### config.mk
export PLATFORM = sky130hd
export DESIGN_NAME = adder_prefix_pipe
export DESIGN_NICKNAME = d
export VERILOG_FILES = /design/src/rtl/adder_prefix_pkg.sv /design/src/rtl/adder_prefix_level.sv /design/src/rtl/adder_prefix_pipe.sv
export SDC_FILE = /design/constraint.sdc
export NUM_CORES = 1
export LEC_CHECK = 0
export CAP_MARGIN = 0
export CORE_ASPECT_RATIO = 0.8
export CORE_UTILIZATION = 55
export DETAILED_ROUTE_END_ITERATION = 8
export HOLD_SLACK_MARGIN = 0.15
export PLACE_DENSITY_LB_ADDON = 0.3
export SETUP_SLACK_MARGIN = 0.1
export SKIP_CTS_REPAIR_TIMING = 1
export SLEW_MARGIN = 5
export SYNTH_ARGS = -nofsm -noshare
export SYNTH_HDL_FRONTEND = slang
export SYNTH_HIERARCHICAL = 1
export SYNTH_SLANG_ARGS = --single-unit
### constraint.sdc
create_clock -name clk -period 11.8 [get_ports clk]
set_input_delay 1.18 -clock clk [delete_from_list [all_inputs] [get_ports clk]]
set_output_delay 1.18 -clock clk [all_outputs]
set_load 0.01 [all_outputs]
### src/rtl/adder_prefix_pkg.sv
// adder_prefix_pkg
//   Shared types and elaboration-time helpers for the pipelined Kogge-Stone adder.
//   pg_t             : (generate, propagate) pair for one bit or one bit group.
//   IDENTITY_PG      : operand that leaves a group unchanged under pg_combine.
//   clog2()          : ceiling log2, which gives the number of prefix levels.
//   lat()            : cycles from an accepted input beat to its result.
//   pg_combine()     : prefix operator (g,p) o (g',p') = (g | p&g', p&p').
//   is_reg_boundary(): whether a pipeline register follows prefix level k.
package adder_prefix_pkg;

    typedef struct packed {
        logic g;
        logic p;
    } pg_t;

    localparam pg_t IDENTITY_PG = '{g: 1'b0, p: 1'b1};

    function automatic int unsigned clog2(input int unsigned n);
        int unsigned r;
        int unsigned v;
        r = 0;
        v = 1;
        while (v < n) begin
            v = v << 1;
            r = r + 1;
        end
        return r;
    endfunction

    function automatic int unsigned lat(input int unsigned width, input int unsigned pipe_every);
        int unsigned levels;
        levels = clog2(width);
        if (pipe_every == 0) begin
            return 1;
        end
        return 1 + (levels + pipe_every - 1) / pipe_every;
    endfunction

    function automatic pg_t pg_combine(input pg_t hi, input pg_t lo);
        pg_t r;
        r.g = hi.g | (hi.p & lo.g);
        r.p = hi.p & lo.p;
        return r;
    endfunction

    // Boundary k sits after k prefix levels; boundary 0 is the operand stage. The register that
    // would follow the last level is merged into the output register, which is why k < levels.
    function automatic bit is_reg_boundary(input int k, input int levels, input int pipe_every);
        if (pipe_every <= 0) begin
            return 1'b0;
        end
        if (k == 0) begin
            return 1'b1;
        end
        return ((k % pipe_every) == 0) && (k < levels);
    endfunction

endpackage

### src/rtl/adder_prefix_level.sv
// adder_prefix_level
//   One combinational Kogge-Stone row. Bit i combines its group with the group SPAN bits below.
//   Bits whose lower operand would fall below bit 0 combine with the identity operand, so their
//   group passes through unchanged (this also covers widths that are not a power of two).
//   Parameters: WIDTH - number of bits; SPAN - distance to the lower operand (2^level).
//   Ports:      pg_i  - group (g,p) per bit entering the row
//               pg_o  - group (g,p) per bit leaving the row
module adder_prefix_level
    import adder_prefix_pkg::*;
#(
    parameter int unsigned WIDTH = 8,
    parameter int unsigned SPAN  = 1
) (
    input  pg_t [WIDTH-1:0] pg_i,
    output pg_t [WIDTH-1:0] pg_o
);

    for (genvar i = 0; i < int'(WIDTH); i++) begin : g_bit
        if (i >= int'(SPAN)) begin : g_comb
            assign pg_o[i] = pg_combine(pg_i[i], pg_i[i - int'(SPAN)]);
        end else begin : g_pass
            assign pg_o[i] = pg_combine(pg_i[i], IDENTITY_PG);
        end
    end

endmodule

### src/rtl/adder_prefix_pipe.sv
// adder_prefix_pipe
//   Pipelined Kogge-Stone adder/subtractor with a valid/ready stream on both sides.
//   {cout,sum} = a + (sub ? ~b : b) + (sub ? 1 : cin); ovf flags two's-complement overflow.
//   A register follows the operand stage and every PIPE_EVERY-th prefix level; the final
//   register holds sum/cout/ovf. PIPE_EVERY = 0 leaves only the output register.
//   The whole pipe advances together on en = out_ready | ~out_valid, so bubbles are kept.
//   Ports:
//     clk, rst            - clock, asynchronous active-high reset
//     in_valid / in_ready - input beat handshake (in_ready == en)
//     a, b, cin, sub      - operands, carry-in (ignored when sub=1), subtract select
//     out_valid/out_ready - result beat handshake
//     sum, cout, ovf      - result, carry out of MSB (1 = no borrow for sub), signed overflow
module adder_prefix_pipe
    import adder_prefix_pkg::*;
#(
    parameter int unsigned WIDTH      = 32,
    parameter int unsigned PIPE_EVERY = 2
) (
    input  logic             clk,
    input  logic             rst,
    input  logic             in_valid,
    output logic             in_ready,
    input  logic [WIDTH-1:0] a,
    input  logic [WIDTH-1:0] b,
    input  logic             cin,
    input  logic             sub,
    output logic             out_valid,
    input  logic             out_ready,
    output logic [WIDTH-1:0] sum,
    output logic             cout,
    output logic             ovf
);

    localparam int unsigned LEVELS = clog2(WIDTH);

    // Everything a stage carries: valid, effective carry-in, per-bit p and group (g,p).
    typedef struct packed {
        logic             vld;
        logic             c0;
        logic [WIDTH-1:0] pb;
        pg_t  [WIDTH-1:0] pg;
    } stage_t;

    logic             en;
    logic             out_valid_q;
    logic [WIDTH-1:0] sum_q;
    logic             cout_q;
    logic             ovf_q;

    assign en       = out_ready | ~out_valid_q;
    assign in_ready = en;

    // Operand stage: bitwise generate/propagate against the effective B operand.
    logic [WIDTH-1:0] b_eff;
    stage_t           stage0;

    always_comb begin
        b_eff      = sub ? ~b : b;
        stage0.vld = in_valid;
        stage0.c0  = sub | cin;
        stage0.pb  = a ^ b_eff;
        for (int i = 0; i < int'(WIDTH); i++) begin
            stage0.pg[i].g = a[i] & b_eff[i];
            stage0.pg[i].p = a[i] ^ b_eff[i];
        end
    end

    // Boundary k holds the stage after k prefix levels, registered or passed straight through.
    for (genvar k = 0; k <= int'(LEVELS); k++) begin : g_stage
        stage_t pre;
        stage_t post;

        if (k == 0) begin : g_first
            assign pre = stage0;
        end else begin : g_level
            pg_t [WIDTH-1:0] lvl_pg;

            adder_prefix_level #(
                .WIDTH (WIDTH),
                .SPAN  (2 ** (k - 1))
            ) u_level (
                .pg_i (g_stage[k-1].post.pg),
                .pg_o (lvl_pg)
            );

            assign pre = '{
                vld: g_stage[k-1].post.vld,
                c0:  g_stage[k-1].post.c0,
                pb:  g_stage[k-1].post.pb,
                pg:  lvl_pg
            };
        end

        if (is_reg_boundary(k, int'(LEVELS), int'(PIPE_EVERY))) begin : g_reg
            stage_t stage_q;

            always_ff @(posedge clk or posedge rst) begin
                if (rst) begin
                    stage_q <= '0;
                end else if (en) begin
                    stage_q <= pre;
                end
            end

            assign post = stage_q;
        end else begin : g_wire
            assign post = pre;
        end
    end

    // After the last level every group spans [i:0], so each carry is G | P & c0.
    stage_t           fin;
    logic [WIDTH:0]   carry;
    logic [WIDTH-1:0] sum_d;
    logic             cout_d;
    logic             ovf_d;

    assign fin = g_stage[LEVELS].post;

    always_comb begin
        carry[0] = fin.c0;
        for (int i = 0; i < int'(WIDTH); i++) begin
            carry[i+1] = fin.pg[i].g | (fin.pg[i].p & fin.c0);
        end
        sum_d  = fin.pb ^ carry[WIDTH-1:0];
        cout_d = carry[WIDTH];
        // Equal-sign operands flip the MSB exactly when carry-in and carry-out of the MSB differ.
        ovf_d  = carry[WIDTH] ^ carry[WIDTH-1];
    end

    always_ff @(posedge clk or posedge rst) begin
        if (rst) begin
            out_valid_q <= 1'b0;
            sum_q       <= '0;
            cout_q      <= 1'b0;
            ovf_q       <= 1'b0;
        end else if (en) begin
            out_valid_q <= fin.vld;
            sum_q       <= sum_d;
            cout_q      <= cout_d;
            ovf_q       <= ovf_d;
        end
    end

    assign out_valid = out_valid_q;
    assign sum       = sum_q;
    assign cout      = cout_q;
    assign ovf       = ovf_q;

endmodule
==> metrics.csv <==
metric;value;unit
period_minus_slack;3.939;ns
via_per_inst;5.102;
rsz0062_at_grt;no;
p_leak;0.009061;uW
slowest_delay;0.64;ns
sequentialPowerShare;0.449;
io_pins;106;
via_count;10550;
wl_per_cell;15.32;um
syn-num-nets;1781;
slowest_stage;clkdlybuf4s50_1;
antenna_left;0;
grt_max_degree;262;
drt-initial-drc-count;958;
die-area;0.02755;mm2
ys_seq_elements;297;
grt_pass1_vias;9723;
fin_tns_setup;0;ns
rows;53;
clock-sinks;297;
drv_slew;0;
initial_core_util;0.5617;
cts_root_buf;clkbuf_16;
dp_slack;7.564;ns
critPathMaxFanout;75;
synthCells;1679;
cp_cell_sequence;clkdlybuf4s50_1 > nor2b_4 > inv_6 > clkdlybuf4s50_1;
fin_crit_sh;0.3339;
cts_tree;done;
start_kind;input pin;
power.internal;2416;uW
worstPathRequired;10.62;ns
hp-class;flip-flop to flip-flop;
antenna_found_initial;0;
yosysSeqAreaShare;0.5026;
ys_top_cells_by_area;dfrtp_1 (50%), nand2_1 (21%), a21o_1 (6.5%);
final_layout_size_suffix_gt1_frac;0.05435;
switching_share;0.3686;
dp_hpwl;21780;um
firstDrtPassIters;5;
status;finished clean;
core;0.02633;mm2
cts_buffer_depth;3;
synth.largest_area_cell;dfrtp_1;
cts_htree_levels;1;
finalHoldViolCount;0;
nNetsFinal;1789;
grt_pass1_wl;51800;um
skew;0.01106;ns
power;3826;uW
maxSlewHeadroom;0.1659;
diodes;0;
max_clock_freq;253.8;MHz
yosys_warnings;6;
fp.dieW;185.3;um
grt_overflow_total;0;
syn_avg_cell_area;8.807;um2
critPathCaptureType;primary output;
worst_pin_slew;1.251;ns
synth_top_area_frac;0.5026;
clkTransAtPathRegs;0.06;ns
die_y;148.7;um
wl;31670;um
p_comb_frac;0.311;
syn_to_final_growth;9.587;%
cap_violations;0;
final_util;0.6155;
ys_types;23;
ir_worst_vdd;0.1458;mV
crit_path_frequent_cell;clkdlybuf4s50_1;
io_buffers;105;
gp_congestion;0.8479;
p_per_area;236.1;mW/mm2
worst_slack;7.861;ns
p_sw;1411;uW
clkPwrFrac;0.240;
syn_area;0.01479;mm2
path_class;input pin to primary output;
setup_viol;0;
track_usage;0.2394;
numCtsBuffers;31;
insertion_delay;0.56;ns
drc;0;
cp.arrival;2.76;ns
## through the flow
step	area, um2	hold WS (ns)	cells
floorplan	14790	0.4300	1679
global placement	15240	0.4439	2011
detailed placement	15240	0.4521	2011
CTS	16200	0.4659	2068
global route	16200	0.4834	2068
finish	16200	0.4601	2068
## registers in the layout, summed over array words and instances (netlist names)
name,count
g_stage.g_reg.stage_q,228
fin,33
sum,32
carry,1
cout,1
out_valid,1
ovf,1
## cells in the final DEF (no fill, tap or decap), types with 2 or more instances in the layout
cell type,instances
a21o_1,129
and2_1,93
buf_12,2
clkbuf_1,10
inv_6,3
xor2_1,63
clkbuf_8,7
dfrtp_1,297
a21oi_1,32
and2_2,36
clkinv_2,7
buf_4,4
o21ai_0,34
clkbuf_16,31
ha_1,32
clkdlybuf4s50_1,104
nand2_1,819
## worst max-delay path: cells and delay by family
| family | cells | cell delay (ns) |
|---|---|---|
| AND/OR/NAND/NOR | 1 | 0.06 |
| buffers and inverters | 3 | 1.51 |
## layout make-up
class | count | area, um2
Sequential cell | 297 | 7432
Timing Repair Buffer | 111 | 1116
Multi-Input combinational cell | 1244 | 6227
Tap cell | 357 | 446.7
Clock buffer | 48 | 909.6
Inverter | 2 | 20.02
Fill cell | 2279 | 10120
Clock inverter | 9 | 52.55
## synthesized netlist by cell type
cell type / number
nor2b_4: 1
xnor2_1: 1
buf_4: 81
inv_1: 1
nand2_1: 819
a21oi_1: 32
dfrtp_1: 297
o21ai_0: 34
o32ai_1: 1
buf_8: 2
a21o_1: 129
buf_6: 32
buf_12: 1
clkbuf_1: 3
nand2b_1: 1
and2_2: 36
buf_2: 17
xor2_1: 63
inv_6: 1
and2_1: 93
o21a_1: 1
o21ai_1: 1
ha_1: 32
## routing by layer
layer | wire [um] | vias up | global-route usage
met5 | 0 | - | 0
met4 | 463 | 0 | 0.04339
met3 | 2238 | 36 | 0.04383
met2 | 12820 | 308 | 0.3232
met1 | 16150 | 4986 | 0.3963
li1 | - | 5220 | -
## power by group through the flow
stage | Clock [uW] | Combinational, uW | Sequential (uW)
global placement | 0 | 1170 | 1710
detailed placement | 0 | 1190 | 1730
CTS | 935 | 1200 | 1710
global route | 976 | 1340 | 1760
floorplan | 0 | 971 | 1630
finish | 918 | 1190 | 1720
## kinds of logic after synthesis
logic type | Yosys count | synth area share
AOI/OAI and AO/OA | 198 | 0.08927
buffers and inverters | 138 | 0.07624
and+or+nand+nor | 950 | 0.2669
adders and majority gates | 32 | 0.02708
DFF | 297 | 0.5026
xor gates and xnor gates | 64 | 0.03791
## worst paths after layout
path | cells after the start | end | slack, ns | startpoint
max | 4 | in_ready | 7.86 | out_ready
min | 2 | fin[97] | 0.46 | fin[97]
max reg2reg | 6 | g_stage[0].g_reg.stage_q[96] | 8.74 | out_valid
min reg2reg | 2 | fin[97] | 0.46 | fin[97]
max in group asynchronous | 3 | g_stage[4].g_reg.stage_q[56] | 9.13 | rst
min in group asynchronous | 2 | sum[5] | 1.21 | rst
(Power assumes the default switching activity.)
==> RTL edit 1 (same flow settings) <==
`WIDTH`: 32 -> 16.
--- a/src/rtl/adder_prefix_pipe.sv
+++ b/src/rtl/adder_prefix_pipe.sv
@@ -14,5 +14,5 @@
     import adder_prefix_pkg::*;
 #(
-    parameter int unsigned WIDTH      = 32,
+    parameter int unsigned WIDTH      = 16,
     parameter int unsigned PIPE_EVERY = 2
 ) (
Interface: changed (resized a, b and sum); port bits go from 106 to 58. No check against the original RTL was run, so the function may have changed too.
==> RTL edit 1 against the unedited design <==
Sequential power is 67% lower; setup slack worse by 0.051 ns; synthesized area is 63% lower; register-to-register slack better by 1.0 ns; global-route usage is 2.5 points lower; cell count is 64% lower; maximum frequency is 1.3% lower; total power is 67% lower; cell area is 63% lower; first-iteration DRC count is 67% lower; wire length is 68% lower; sequential cell count is 194 lower; critical path type unchanged; critical endpoint unchanged; highest routed layer unchanged.
==> RTL edit 1: results (changes against the unedited design) <==
| Group | Parameter | Reported | vs unedited |
|---|---|---|---|
| place | Number of port buffers | 57 | -46% |
| pwr | Design internal power | 819 µW | -66% |
| route | Initial DRT Pass Iterations | 4 | -1 |
| final layout | Layout net count | 685 | -62% |
| yosys | Largest cells by area after synthesis | dfrtp_1, nand2_1, a21o_1 |  |
| global route | Total routing resource utilization after global routing | 0.215 | -0.0246 |
| clock tree | Maximum clock path buffer count | 2 | -1 |
| route | Total via count in the routed design | 3851 | -63% |
| place | Routability Congestion | 0.794 | -6.4% |
| clock tree | Number of H-tree branching levels | 3 | +2 |
| pwr | Leakage power summed over all cells | 0.00328 µW | -64% |
| clock tree | Worst skew pair latency | 0.34 ns | -0.22 ns |
| yosys | List of most frequent post-synthesis cells | nand2_1, dfrtp_1, a21o_1 |  |
| pwr | Peak supply drop | 111 µV | -24% |
| yosys | Net count after synthesis | 669 | -62% |
| route | First-iteration detailed-routing DRC count | 314 | -67% |
| critical path | Longest individual stage delay on the worst path | 0.51 ns | -0.13 ns |
| yosys | Gate count of the mapped netlist | 615 | -63% |
| final layout | Share of final-layout standard cells stronger than drive strength 1 | 0.0630 | +0.00864 |
| place | Post-DP HPWL | 6.97 mm | -68% |
| final layout | Number of flip-flops under the largest register name | 66 | -71% |
| global route | First-pass GRT wire length | 17.3 mm | -67% |
| route | Vias per std cell | 5.13 | +0.65% |
| global route | Pin count of the biggest net entering global routing | 86 | -67% |
| timing | Worst-case clock skew | 0.00784 ns | -0.00322 ns |
| yosys | Sequential-to-total area share from yosys stat | 0.478 | -0.0251 |
| global route | Vias in the first global route | 3567 | -63% |
| timing | Slew at the pin closest to its max-slew limit | 0.982 ns | -0.269 ns |
| run status | Run status | finished clean |  |
| place | Placed instance count | 735 | -63% |
| route | Total Routed Length | 10.1 mm | -68% |
| final layout | Filler instances | 774 | -66% |
| clock tree | TritonCTS Buffers | 9 | -71% |
-- RTL edit 1: path summary, 6_finish.rpt --
check                                from                           end  slack, ns  depth (start not counted)
worst max-delay path            out_ready                      in_ready       7.81                          5
worst min-delay path               sum[7]                        sum[7]       0.47                          2
worst max register to register  out_valid  g_stage[2].g_reg.stage_q[13]       9.76                          6
worst min register to register     sum[7]                        sum[7]       0.47                          2
max in group asynchronous             rst  g_stage[0].g_reg.stage_q[45]       9.39                          3
min in group asynchronous             rst                        sum[1]       1.14                          2
-- RTL edit 1: layout make-up --
cell class	instances	area, µm²	share of cell area
flip-flops and latches	103	2580	0.429
multi-input cells	454	2400	0.400
repair buffers	61	601	0.100
clock buffers	11	243	0.0404
well taps	115	144	0.0239
clock inverters	4	31.3	0.00521
inverters	2	10.0	0.00167
-- RTL edit 1: power groups by stage --
stage | Clock, µW | Combinational, µW | Sequential (µW)
global route | 294 | 470 | 593
CTS | 277 | 421 | 576
finish | 274 | 417 | 575
detailed placement | 0 | 417 | 582
global placement | 0 | 408 | 576
floorplan | 0 | 331 | 559
-- RTL edit 1: through the flow --
step                      worst slack [ns]  hold slack, ns  area (µm²)   util
after global placement                7.81           0.447        5730  0.619
after floorplan                       7.92           0.430        5400      -
after CTS                             7.80           0.469        6010  0.648
after detailed placement              7.81           0.454        5730  0.619
final                                 7.81           0.474        6010  0.648
after global routing                  7.70           0.501        6010  0.648
-- RTL edit 1: logic make-up after synthesis --
group,share of synthesized area
AND/OR/NAND/NOR,0.252
flip-flops,0.478
AO/OA/AOI/OAI,0.104
buffers and inverters,0.0774
XOR/XNOR,0.0519
adder cells (fa/ha/maj),0.0371
-- RTL edit 1: layer usage --
layer / up-vias / wire [µm] / track usage
li1: 1951 / - / -
met1: 1814 / 5140 / 0.322
met2: 84 / 4520 / 0.324
met3: 2 / 372 / 0.0403
met4: 0 / 33 / 0.0467
met5: - / 0 / 0
-- RTL edit 1: worst reg2reg max path, cell delays in order (launching register included) --
cell	delay, ns
dfrtp_1	0.38
nor2b_4	0.12
buf_4	0.29
inv_2	0.15
buf_4	0.66
nand2_1	0.27
nand2_1	0.11
==> RTL edit 2 (same flow settings) <==
Without the edit above. Make the reset (`rst`) synchronous in 2 clocked blocks. Comments in the files are not updated.
--- a/src/rtl/adder_prefix_pipe.sv
+++ b/src/rtl/adder_prefix_pipe.sv
@@ -95,5 +95,5 @@
             stage_t stage_q;
 
-            always_ff @(posedge clk or posedge rst) begin
+            always_ff @(posedge clk) begin
                 if (rst) begin
                     stage_q <= '0;
@@ -129,5 +129,5 @@
     end
 
-    always_ff @(posedge clk or posedge rst) begin
+    always_ff @(posedge clk) begin
         if (rst) begin
             out_valid_q <= 1'b0;
Formal check against the unedited RTL: not equivalent (Yosys sat finds a counterexample within 10 cycles, from zero or initial values and one cycle with rst high; the reset may be asserted at any time).
==> RTL edit 2 against the unedited design <==
Non-clock buffer count did not move; wire length rose by 2.6%; synthesized area is 7.0% lower; first-iteration DRC count increased by 47%; setup slack got worse by 0.42 ns; synthesized cell count increased by 1.9%; cell area decreased by 6.2%; register-to-register slack improved by 0.54 ns; cell count shrank 2.1%; sequential cell count stayed put.
Power is not compared: it rests on default switching activity, and its combinational part moved more than twofold at a synthesized area within 25%.
==> RTL edit 2: results (changes against the unedited design) <==
| Group | Parameter | Reported | vs unedited |
|---|---|---|---|
| global route | Pin count of the biggest net entering global routing | 272 | +3.8% |
| route | Total via count in the routed design | 11.0k | +4.4% |
| final layout | Layout net count | 1787 | -0.11% |
| place | Number of port buffers | 105 | unchanged |
| critical path | Register-to-Register Path Depth | 4 | -2 |
| critical path | Largest fanout of any net on the critical path | 79 | +5.3% |
| route | First-iteration detailed-routing DRC count | 1412 | +47% |
| critical path | Capture point of the worst reg-to-reg path | sum[18] |  |
| timing | Slew at the pin closest to its max-slew limit | 1.27 ns | +0.0178 ns |
| timing | Worst Hold Margin | 0.449 ns | -0.0112 ns |
| yosys | Largest cells by area after synthesis | dfxtp_1, nand2_1, a21oi_1 |  |
| place | Post-DP HPWL | 21.8 mm | +0.29% |
| run status | Run status | finished clean |  |
| route | Routed met3 length | 2.53 mm | +13% |
| critical path | Arrival time of the worst setup path | 3.18 ns | +0.42 ns |
| route | Total length of routed met2 wires | 13.1 mm | +2.2% |
| place | Post-Place Worst Slack | 7.48 ns | -0.0847 ns |
| critical path | Reg2reg setup slack | 9.28 ns | +0.54 ns |
| yosys | Share of async-settable or async-resettable flops after synthesis | 0 | -1.00 |
| route | Total Routed Length | 32.5 mm | +2.6% |
| yosys | Most used flip-flop cell after synthesis | dfxtp_1 |  |
| worst hold path | Hold Crit Start | g_stage[2].g_reg.stage_q[92] |  |
| global route | Initial antenna violation count | 0 | unchanged |
| critical path | Critical R2R Launch | out_valid |  |
| route | Wl on met1 | 16.0 mm | -0.70% |
| clock tree | TritonCTS Buffers | 29 | -6.5% |
| route | Uppermost signal routing layer after detailed routing | met4 |  |
| route | Initial DRT Pass Iterations | 6 | +1 |
| global route | Vias in the first global route | 9912 | +1.9% |
| place | Routability Congestion | 0.901 | +6.2% |
| final layout | Share of final-layout standard cells stronger than drive strength 1 | 0.0568 | +0.00247 |
| final layout | Filler instances | 2157 | -5.4% |
| worst hold path | Destination of the worst hold path | fin[92] |  |
| clock tree | Worst skew pair latency | 0.53 ns | -0.03 ns |
| yosys | Synth unique cells | 25 | +8.7% |
| yosys | Sequential-to-total area share from yosys stat | 0.432 | -0.0704 |
| global route | Total routing resource utilization after global routing | 0.257 | +0.0177 |
| die | Overall die area | 0.0257 mm² | -6.9% |
| yosys | Net count after synthesis | 1813 | +1.8% |
## RTL edit 2: changes by cell type after synthesis, sizes merged, moves of 3 or more
cell	before	now
a211oi	0	3
a21oi	32	293
buf	133	141
clkbuf	3	27
dfrtp	297	0
dfxtp	0	297
nand2	819	522
nand3b	0	31
nor2	0	6
o21ai	35	31
## RTL edit 2: logic make-up after synthesis
| family | share of synthesized area |
|---|---|
| AOI/OAI and AO/OA | 0.190 |
| xor gates and xnor gates | 0.0414 |
| and+or+nand+nor | 0.225 |
| buffers and inverters | 0.0820 |
| DFF | 0.432 |
| adders and majority gates | 0.0291 |
## RTL edit 2: worst max path at each step
stage	slack [ns]	to	cells after the start
after global placement	7.46	in_ready	4
final	7.44	in_ready	4
after CTS	7.46	in_ready	4
after global routing	7.34	in_ready	4
after detailed placement	7.48	in_ready	4
after floorplan	9.02	in_ready	4
## RTL edit 2: critical path: stages
cell	delay [ns]
clkdlybuf4s50_1	0.44
nor2b_4	0.55
inv_6	0.35
clkdlybuf4s50_1	0.59
## RTL edit 2: routing by layer
layer | vias up | track usage
met4 | 0 | 0.0794
met5 | - | 0
met1 | 5047 | 0.405
met3 | 51 | 0.0392
met2 | 418 | 0.351
li1 | 5501 | -
## RTL edit 2: power groups by stage
| stage | clock network [µW] | registers [µW] | logic, µW |
|---|---|---|---|
| 2_1_floorplan | 0 | 1100 | 132 |
| 3_3_place_gp | 0 | 1120 | 185 |
| 3_5_place_dp | 0 | 1120 | 187 |
| 4_1_cts | 1020 | 1100 | 189 |
| 5_1_grt | 1060 | 1100 | 212 |
| 6_report | 1010 | 1100 | 189 |
## RTL edit 2: area by class of cell
class                           count  share of cell area
Multi-Input combinational cell   1245               0.440
Sequential cell                   297               0.391
Timing Repair Buffer              111              0.0729
Clock buffer                       39              0.0548
Tap cell                          318              0.0262
Clock inverter                     14              0.0147
Inverter                            1            0.000576
## RTL edit 2: per-stage QoR
stage / power, µW / util / instance area (µm²) / std cells
finish: 2290 / 0.622 / 15200 / 2025
global route: 2380 / 0.622 / 15200 / 2025
CTS: 2310 / 0.622 / 15200 / 2025
detailed placement: 1300 / 0.579 / 14100 / 1972
global placement: 1300 / 0.579 / 14100 / 1972
floorplan: 1230 / - / 13800 / 1711
